[config.mk]
export PLATFORM = sky130hd
export DESIGN_NAME = mac_accumulator
export DESIGN_NICKNAME = d
export VERILOG_FILES = /design/src/rtl/mac_accumulator.sv
export SDC_FILE = /design/constraint.sdc
export NUM_CORES = 1
export LEC_CHECK = 0
export ABC_AREA = 1
export BUFFER_PORTS_ARGS = -buffer_cell sky130_fd_sc_hd__buf_2
export CAP_MARGIN = 20
export CORE_ASPECT_RATIO = 0.7
export CORE_MARGIN = 10
export CORE_UTILIZATION = 50
export CTS_CLUSTER_SIZE = 12
export DETAILED_ROUTE_END_ITERATION = 12
export HOLD_SLACK_MARGIN = 0.06
export PLACE_DENSITY = 0.67
export SKIP_LAST_GASP = 1
export SLEW_MARGIN = 40
export SYNTH_ARGS = -nofsm -noshare
export SYNTH_HDL_FRONTEND = slang
export SYNTH_SLANG_ARGS = --single-unit
[constraint.sdc]
create_clock -name clk -period 7.4 [get_ports clk]
set_input_delay 1.11 -clock clk [delete_from_list [all_inputs] [get_ports clk]]
set_output_delay 1.11 -clock clk [all_outputs]
set_load 0.02 [all_outputs]
[src/rtl/mac_accumulator.sv]
// Two-stage signed multiply-accumulate: products are registered, then summed per
// group (INIT opens, POSE adds) with saturation, sticky overflow flag and count.
module mac_accumulator #(
   parameter int DATA_W = 16,
   parameter int ACC_W  = 40
) (
   input  logic                     clk,
   input  logic                     rst,
   input  logic                     sel,
   input  logic                     in_valid,
   input  logic signed [DATA_W-1:0] a,
   input  logic signed [DATA_W-1:0] b,
   input  logic                     flush,
   output logic signed [ACC_W-1:0]  result,
   output logic                     result_valid,
   output logic                     result_sat,
   output logic [7:0]               result_count
);

   localparam int PROD_W = 2 * DATA_W;

   typedef enum logic [0:0] {
      GRP_IDLE = 1'b0,
      GRP_OPEN = 1'b1
   } grp_state_t;

   localparam logic [ACC_W-1:0] ACC_MAX = {1'b0, {(ACC_W-1){1'b1}}};
   localparam logic [ACC_W-1:0] ACC_MIN = {1'b1, {(ACC_W-1){1'b0}}};
   localparam logic [7:0]       CNT_MAX = 8'd255;
   localparam logic [7:0]       CNT_ONE = 8'd1;

   // Saturating signed add; the top bit of the return value flags a clamp.
   function automatic logic [ACC_W:0] sat_add(input logic [ACC_W-1:0] x,
                                              input logic [ACC_W-1:0] y);
      logic [ACC_W:0] sum;
      logic [ACC_W:0] res;
      sum = {x[ACC_W-1], x} + {y[ACC_W-1], y};
      if (sum[ACC_W] != sum[ACC_W-1]) begin
         res = sum[ACC_W] ? {1'b1, ACC_MIN} : {1'b1, ACC_MAX};
      end else begin
         res = {1'b0, sum[ACC_W-1:0]};
      end
      return res;
   endfunction

   logic signed [PROD_W-1:0] prod_s;
   logic [ACC_W-1:0]         p_q_r;
   logic                     sel_q_r;
   logic                     vld_q_r;

   grp_state_t               state_r;
   grp_state_t               state_nxt_s;
   logic [ACC_W-1:0]         acc_r;
   logic [ACC_W-1:0]         acc_nxt_s;
   logic                     sat_r;
   logic                     sat_nxt_s;
   logic [7:0]               cnt_r;
   logic [7:0]               cnt_nxt_s;

   logic [ACC_W:0]           add_s;
   logic [7:0]               cnt_inc_s;
   logic                     emit_s;
   logic [ACC_W-1:0]         emit_acc_s;
   logic                     emit_sat_s;
   logic [7:0]               emit_cnt_s;

   assign prod_s    = PROD_W'(a) * PROD_W'(b);
   assign add_s     = sat_add(acc_r, p_q_r);
   assign cnt_inc_s = (cnt_r == CNT_MAX) ? CNT_MAX : cnt_r + CNT_ONE;

   // Stage 1: product, phase and valid register.
   always_ff @(posedge clk or negedge rst) begin
      if (!rst) begin
         p_q_r   <= {ACC_W{1'b0}};
         sel_q_r <= 1'b0;
         vld_q_r <= 1'b0;
      end else begin
         p_q_r   <= ACC_W'(prod_s);
         sel_q_r <= sel;
         vld_q_r <= in_valid;
      end
   end

   // Stage 2 group control; a POSE arriving with no open group is handled as INIT.
   always_comb begin
      state_nxt_s = state_r;
      acc_nxt_s   = acc_r;
      sat_nxt_s   = sat_r;
      cnt_nxt_s   = cnt_r;
      emit_s      = 1'b0;
      emit_acc_s  = acc_r;
      emit_sat_s  = sat_r;
      emit_cnt_s  = cnt_r;
      case (state_r)
         GRP_OPEN: begin
            if (vld_q_r && sel_q_r) begin
               acc_nxt_s = add_s[ACC_W-1:0];
               sat_nxt_s = sat_r | add_s[ACC_W];
               cnt_nxt_s = cnt_inc_s;
               if (flush) begin
                  emit_s      = 1'b1;
                  emit_acc_s  = add_s[ACC_W-1:0];
                  emit_sat_s  = sat_r | add_s[ACC_W];
                  emit_cnt_s  = cnt_inc_s;
                  state_nxt_s = GRP_IDLE;
               end else begin
                  state_nxt_s = GRP_OPEN;
               end
            end else if (vld_q_r) begin
               emit_s      = 1'b1;
               acc_nxt_s   = p_q_r;
               sat_nxt_s   = 1'b0;
               cnt_nxt_s   = CNT_ONE;
               state_nxt_s = GRP_OPEN;
            end else if (flush) begin
               emit_s      = 1'b1;
               state_nxt_s = GRP_IDLE;
            end else begin
               state_nxt_s = GRP_OPEN;
            end
         end
         GRP_IDLE: begin
            if (vld_q_r) begin
               acc_nxt_s   = p_q_r;
               sat_nxt_s   = 1'b0;
               cnt_nxt_s   = CNT_ONE;
               state_nxt_s = GRP_OPEN;
            end else begin
               state_nxt_s = GRP_IDLE;
            end
         end
         default: begin
            state_nxt_s = GRP_IDLE;
         end
      endcase
   end

   // Stage 2 accumulator state register.
   always_ff @(posedge clk or negedge rst) begin
      if (!rst) begin
         state_r <= GRP_IDLE;
         acc_r   <= {ACC_W{1'b0}};
         sat_r   <= 1'b0;
         cnt_r   <= 8'd0;
      end else begin
         state_r <= state_nxt_s;
         acc_r   <= acc_nxt_s;
         sat_r   <= sat_nxt_s;
         cnt_r   <= cnt_nxt_s;
      end
   end

   // Result registers hold between emissions; valid pulses for one cycle.
   always_ff @(posedge clk or negedge rst) begin
      if (!rst) begin
         result       <= {ACC_W{1'b0}};
         result_valid <= 1'b0;
         result_sat   <= 1'b0;
         result_count <= 8'd0;
      end else if (emit_s) begin
         result       <= emit_acc_s;
         result_valid <= 1'b1;
         result_sat   <= emit_sat_s;
         result_count <= emit_cnt_s;
      end else begin
         result_valid <= 1'b0;
      end
   end

endmodule
==> results_dict.tcl, run 1 <==
set metrics [dict create \
    routedWlPerCell_um 17.89 \
    syn_area_per_cell_um2 7.505 \
    crit_start "a[15]" \
    path_clk_slew_ns 0.07 \
    grt_max_degree 70 \
    async_flop_share_pct 100.0 \
    synthesis.area_um2 19000 \
    synth_top_family_by_area "adder cells" \
    ys_seq_elements 134 \
    row_count 59 \
    wl_met1_um 26040 \
    cts_sinks 134 \
    track_usage_pct 24.64 \
    max-cap-violations 0 \
    hold_path.class "flip-flop to flip-flop" \
    cts.root.buffer_cell "clkbuf_16" \
    critPathTopFamily "adder cells" \
    tns_ns 0 \
    setup-violations-final 0 \
    min-delay-start "result[11]$_DFFE_PN0P_" \
    fin_nets 2983 \
    grt_pass1_wl_um 89310 \
    grt_setup_unrepaired "false" \
    antenna_left 0 \
    pre_cts_ws_ns 0.5243 \
    drt_iter0_drc 1277 \
    cp_num_cells 20 \
    synth_xor_area_share_pct 3.088 \
    worst_pin_slew_ns 0.8516 \
    num_vias 16030 \
    fin_skew_ns 0.01184 \
    ioPinCount 87 \
    path_cells "buf_2, nand2_1, inv_1, fa_1, fa_1, buf_4, fa_1, fa_1, fa_1, inv_1, fa_1, inv_1, ha_1, nand2_1, nor4_1, nand3_1, o211ai_1, nand3_1, nand2_1, xor2_1" \
    wl_met2_um 23130 \
    port_buffers 86 \
    synth_mux_area_share_pct 0 \
    cp.arrival_ns 6.86 \
    r2r_cells 19 \
    yosysMostFrequentCell "nand2_1" \
    ys_dominant_reg_cell "dfrtp_1" \
    cts_tree "done" \
    post_cts_buffers 0 \
    core_um2 37350 \
    drc 0 \
    timing.final.crit_share_pct 87.62 \
    synth-edff-count 0 \
    fillers 3628 \
    criticalPathCategory "input pin to flip-flop" \
    viasPerCell 5.237 \
    htree_levels 4 \
    initial_core_util_pct 50.87 \
    syn_inst 2532 \
    layout-area-overhead-vs-synth_pct 7.335 \
    highest_layer "met4" \
    place_hpwl_um 43950 \
    syn-num-nets 2955 \
    ys_top_cells_by_area "fa_1 28%, dfrtp_1 18%, nand2_1 14%, inv_1 12%, ha_1 8.1%" \
    max_freq_ghz 0.1542 \
    clkLatencyLatePin_ns 0.45 \
    critical_path.most_common_cell "fa_1" \
    hold_path_depth 2 \
    synthSimpleGateAreaFrac_pct 20.11 \
    yosysTopAreaCell "fa_1" \
    yosysUniqueCellTypes 40 \
    cts_buffer_depth 2 \
    synth_compound_area_share_pct 9.199 \
    cts_made_buffers 17 \
    place_congestion 0.9945 \
    die_w_um 253.0 \
    fin_ws_ns 0.9162 \
    whs_ns 0.4721 \
    dpl.cell_count 3029 \
    maxSlewViolCount 0 \
    max_stage_delay_ns 0.72 \
    drive_gt1_share_pct 7.462 \
    diodes 0 \
    required_ns 7.78 \
    synth.top_cell.area_share_pct 27.71 \
    drt_pre_antenna_iters 7 \
    startpoint_type "input pin" \
    dieHeight_um 183.1 \
    ctsHoldBuffers 0 \
    crit_fanout 16 \
    relSlewSlack_pct 42.88 \
    hold_viol 0 \
    yosys_warnings 0 \
    antenna_found_initial 0 \
    synthAdderAreaFrac_pct 35.81 \
    grt_pass1_vias 16630 \
    status "completed" \
    dieArea_um2 46330 \
    seq_area_frac_synth_pct 17.65 \
    wl_um 54760 \
    r2r-start "p_q_r[0]$_DFF_PN0_" \
    finalNonFillerCells 3061 \
    cp_slowest_cell "fa_1" \
    cp_num_buf_inv 5 \
    critPathCaptureType "flip-flop" \
    grt_overflow 0 \
    post_cts_resized 0 \
    period_minus_slack_ns 6.484 \
    dr_wl_met3_um 4898 \
    yosys-top-cells-count "716 x nand2_1, 606 x inv_1, 263 x fa_1, 134 x dfrtp_1, 123 x ha_1" \
]
[worst paths after layout]
| check | end | slack [ns] |
|---|---|---|
| worst min register to register | result[11]$_DFFE_PN0P_ | 0.47 |
| worst max-delay path | p_q_r[26]$_DFF_PN0_ | 0.92 |
| min in group asynchronous | acc_r[10]$_DFF_PN0_ | 0.65 |
| worst max register to register | result[2]$_DFFE_PN0P_ | 3.43 |
| max in group asynchronous | cnt_r[5]$_DFF_PN0_ | 5.65 |
| worst min-delay path | result[11]$_DFFE_PN0P_ | 0.47 |
[final cells by class]
| class | count | area [um^2] | area share, % |
|---|---|---|---|
| Multi-Input combinational cell | 1694 | 12980 | 63.66 |
| Clock buffer | 19 | 452.9 | 2.221 |
| Sequential cell | 134 | 3353 | 16.44 |
| Clock inverter | 13 | 130.1 | 0.6380 |
| Inverter | 608 | 2282 | 11.19 |
| Timing Repair Buffer | 105 | 583.1 | 2.859 |
| Tap cell | 488 | 610.6 | 2.994 |
[state kept, by name, summed over array words and instances (netlist names)]
| name | count |
|---|---|
| cnt_r | 8 |
| acc_r | 40 |
| vld_q_r | 1 |
| state_r | 1 |
| result | 40 |
| sel_q_r | 1 |
| result_valid | 1 |
| p_q_r | 32 |
| result_count | 8 |
| sat_r | 1 |
| result_sat | 1 |
[stage by stage]
step / cell area [um^2] / utilization (%)
finish: 20400 / 54.60
global route: 20400 / 54.60
CTS: 20400 / 54.60
detailed placement: 19810 / 53.04
global placement: 19800 / 53.02
floorplan: 19000 / -
[worst reg2reg max path, stage by stage (launching register included)]
cell and delay (ns):
dfrtp_1 0.36, ha_1 0.43, inv_1 0.11, fa_1 0.42, inv_1 0.18, nand3_1 0.11, nand2_2 0.16, nand2_1 0.07
nand2_1 0.17, nand2_1 0.10, nand3_2 0.19, nand2_2 0.11, nand2_1 0.09, nand2_2 0.07, nand2_4 0.14, nand2_4 0.35
nand2_1 0.24, nand3_1 0.09, nand2_1 0.33, nand2_1 0.10
[layer usage]
| metal | global-route usage [%] | up-vias |
|---|---|---|
| met2 | 36.27 | 536 |
| met5 | 0 | - |
| met1 | 36.63 | 7857 |
| li1 | - | 7592 |
| met3 | 5.636 | 45 |
| met4 | 4.373 | 0 |
[layout by cell type (no fill, tap or decap), types with 3 or more instances in the layout]
| cell | synthesis | routed |
|---|---|---|
| a21boi_0 | 3 | 3 |
| o21a_1 | 26 | 26 |
| o21ai_1 | 3 | 3 |
| o21bai_1 | 24 | 24 |
| nor2_1 | 110 | 107 |
| a21oi_2 | 17 | 17 |
| nor2_2 | 8 | 10 |
| inv_2 | 0 | 3 |
| buf_4 | 0 | 18 |
| xnor2_1 | 21 | 21 |
| a31oi_1 | 4 | 4 |
| dfrtp_1 | 134 | 134 |
| nand2_1 | 716 | 716 |
| buf_2 | 7 | 85 |
| xor2_1 | 46 | 46 |
| clkbuf_16 | 0 | 17 |
| a21o_1 | 4 | 4 |
| a21oi_1 | 109 | 108 |
| inv_1 | 606 | 604 |
| nand3_2 | 3 | 3 |
| nand2_2 | 6 | 6 |
| nand4_1 | 14 | 14 |
| inv_6 | 0 | 8 |
| fa_1 | 263 | 263 |
| o221ai_1 | 4 | 4 |
| or2_2 | 10 | 10 |
| o21ai_0 | 62 | 62 |
| o22ai_1 | 20 | 20 |
| nand3_1 | 66 | 66 |
| a22oi_1 | 9 | 9 |
| ha_1 | 123 | 123 |
| nor3_1 | 11 | 11 |
[cells by family (layout without fill, tap and decap cells)]
| kind of cell | after synthesis | in the layout |
|---|---|---|
| simple gates | 950 | 950 |
| buf+inv | 704 | 745 |
| fa+ha+maj | 386 | 386 |
| compound gates | 291 | 291 |
| flops | 134 | 134 |
| xor+xnor | 67 | 67 |
Power of run 1 is not shown: default switching activity piles up to over one toggle a cycle in this logic, so the estimate is an artifact.
==> run 2, diff against run 1 <==
--- a/config.mk
+++ b/config.mk
@@ -10,11 +10,12 @@
 export CAP_MARGIN = 20
 export CORE_ASPECT_RATIO = 0.7
 export CORE_MARGIN = 10
-export CORE_UTILIZATION = 50
+export CORE_UTILIZATION = 60
+export CTS_BUF_LIST = sky130_fd_sc_hd__clkbuf_16
 export CTS_CLUSTER_SIZE = 12
 export DETAILED_ROUTE_END_ITERATION = 12
 export HOLD_SLACK_MARGIN = 0.06
-export PLACE_DENSITY = 0.67
+export PLACE_DENSITY = 0.78
 export SKIP_LAST_GASP = 1
 export SLEW_MARGIN = 40
 export SYNTH_ARGS = -nofsm -noshare
==> results_dict.tcl, run 2 (synthesis gave the netlist of run 1 again) <==
set metrics [dict create \
    layout_common_cells "716 x nand2_1, 604 x inv_1, 263 x fa_1" \
    grt_pass1_vias 16950 \
    clkLatencyLatePin_ns 0.44 \
    cts.root.buffer_cell "clkbuf_16" \
    num_vias 16250 \
    fin_ws_ns 0.8892 \
    startpoint_type "input pin" \
    port_buffers 86 \
    required_ns 7.76 \
    setup-violations-final 0 \
    relSlewSlack_pct 41.49 \
    max-cap-violations 0 \
    dieArea_um2 39300 \
    grt_setup_unrepaired "false" \
    initial_core_util_pct 60.87 \
    hold_path.class "flip-flop to flip-flop" \
    place_hpwl_um 42100 \
    dieHeight_um 168.9 \
    crit_start "b[1]" \
    antenna_found_initial 2 \
    maxSlewViolCount 0 \
    post_cts_resized 0 \
    pre_cts_ws_ns 0.5386 \
    routedWlPerCell_um 17.63 \
    viasPerCell 5.438 \
    drt_pre_antenna_iters 6 \
    reg_top3 "acc_r: 40 flops, result: 40 flops, p_q_r: 32 flops" \
    drive_gt1_share_pct 7.240 \
    fin_nets 2979 \
    cts_buffer_depth 2 \
    worst_pin_slew_ns 0.8722 \
    criticalPathCategory "input pin to flip-flop" \
    grt_max_degree 76 \
    diodes 0 \
    place_congestion 1.037 \
    die_w_um 232.7 \
    status "completed" \
    cts_made_buffers 17 \
    r2r-start "vld_q_r$_DFF_PN0_" \
    wl_um 52690 \
    core_um2 31210 \
    final_common_cell "nand2_1" \
    post_cts_buffers 0 \
    grt_overflow 0 \
    grt_pass1_wl_um 87530 \
    min-delay-start "result[9]$_DFFE_PN0P_" \
    row_count 54 \
    max_freq_ghz 0.1536 \
    drt_iter0_drc 1500 \
    track_usage_pct 28.02 \
    fin_skew_ns 0.01181 \
    cts_sinks 134 \
    crit_fanout 16 \
    drc 0 \
    tns_ns 0 \
    htree_levels 4 \
    critPathCaptureType "flip-flop" \
    cts_tree "done" \
    antenna_left 0 \
    ioPinCount 87 \
    layout-area-overhead-vs-synth_pct 6.532 \
    period_minus_slack_ns 6.511 \
    ctsHoldBuffers 0 \
    path_clk_slew_ns 0.06 \
    hold_viol 0 \
    timing.final.crit_share_pct 87.98 \
    cp.arrival_ns 6.88 \
]
run 2: path summary, 6_finish.rpt:
| check | end | slack [ns] | cells past startpoint |
|---|---|---|---|
| max in group asynchronous | acc_r[33]$_DFF_PN0_ | 5.66 | 2 |
| min | result[9]$_DFFE_PN0P_ | 0.47 | 2 |
| min in group asynchronous | p_q_r[6]$_DFF_PN0_ | 0.64 | 1 |
| max | p_q_r[29]$_DFF_PN0_ | 0.89 | 23 |
| min reg2reg | result[9]$_DFFE_PN0P_ | 0.47 | 2 |
| max reg2reg | result[18]$_DFFE_PN0P_ | 3.52 | 9 |
run 2: through the flow:
stage                     cell area [um^2]  util, %  hold slack (ns)  cells
after floorplan                      19000        -           0.4716   2532
after global placement               19680    63.05           0.4562   2956
after detailed placement             19690    63.09           0.4607   2956
after CTS                            20240    64.83           0.4780   2988
after global routing                 20240    64.85           0.4977   2989
final                                20240    64.85           0.4741   2989
run 2: layer usage:
| metal | vias to the layer above | global-route usage (%) | routed length [um] |
|---|---|---|---|
| li1 | 7589 | - | - |
| met1 | 7870 | 40.00 | 23670 |
| met2 | 711 | 41.55 | 22370 |
| met3 | 80 | 7.032 | 5493 |
| met4 | 4 | 7.601 | 1138 |
| met5 | - | 0 | 22 |
run 2: area by class of cell:
class | instances | area [um^2]
clock inverter | 15 | 117.6
sequential | 134 | 3353
tap | 420 | 525.5
multi-input combinational | 1694 | 12980
fill | 2786 | 10970
inverter | 608 | 2285
timing repair buffer | 101 | 553.0
clock buffer | 17 | 425.4
run 2: worst max-delay path: stages:
cell and delay (ns):
buf_2 0.33, nand2_1 0.18, inv_1 0.15, fa_1 0.52, fa_1 0.57, inv_1 0.09, fa_1 0.42, fa_1 0.55
inv_1 0.06, fa_1 0.53, inv_1 0.05, fa_1 0.47, inv_1 0.04, ha_1 0.35, nand2_1 0.10, nor2_1 0.11
inv_1 0.07, nor3_1 0.25, nand3_1 0.14, nand3_1 0.21, a21boi_0 0.18, o21ai_0 0.22, xor2_1 0.16
Power of run 2 is left out for the same reason.
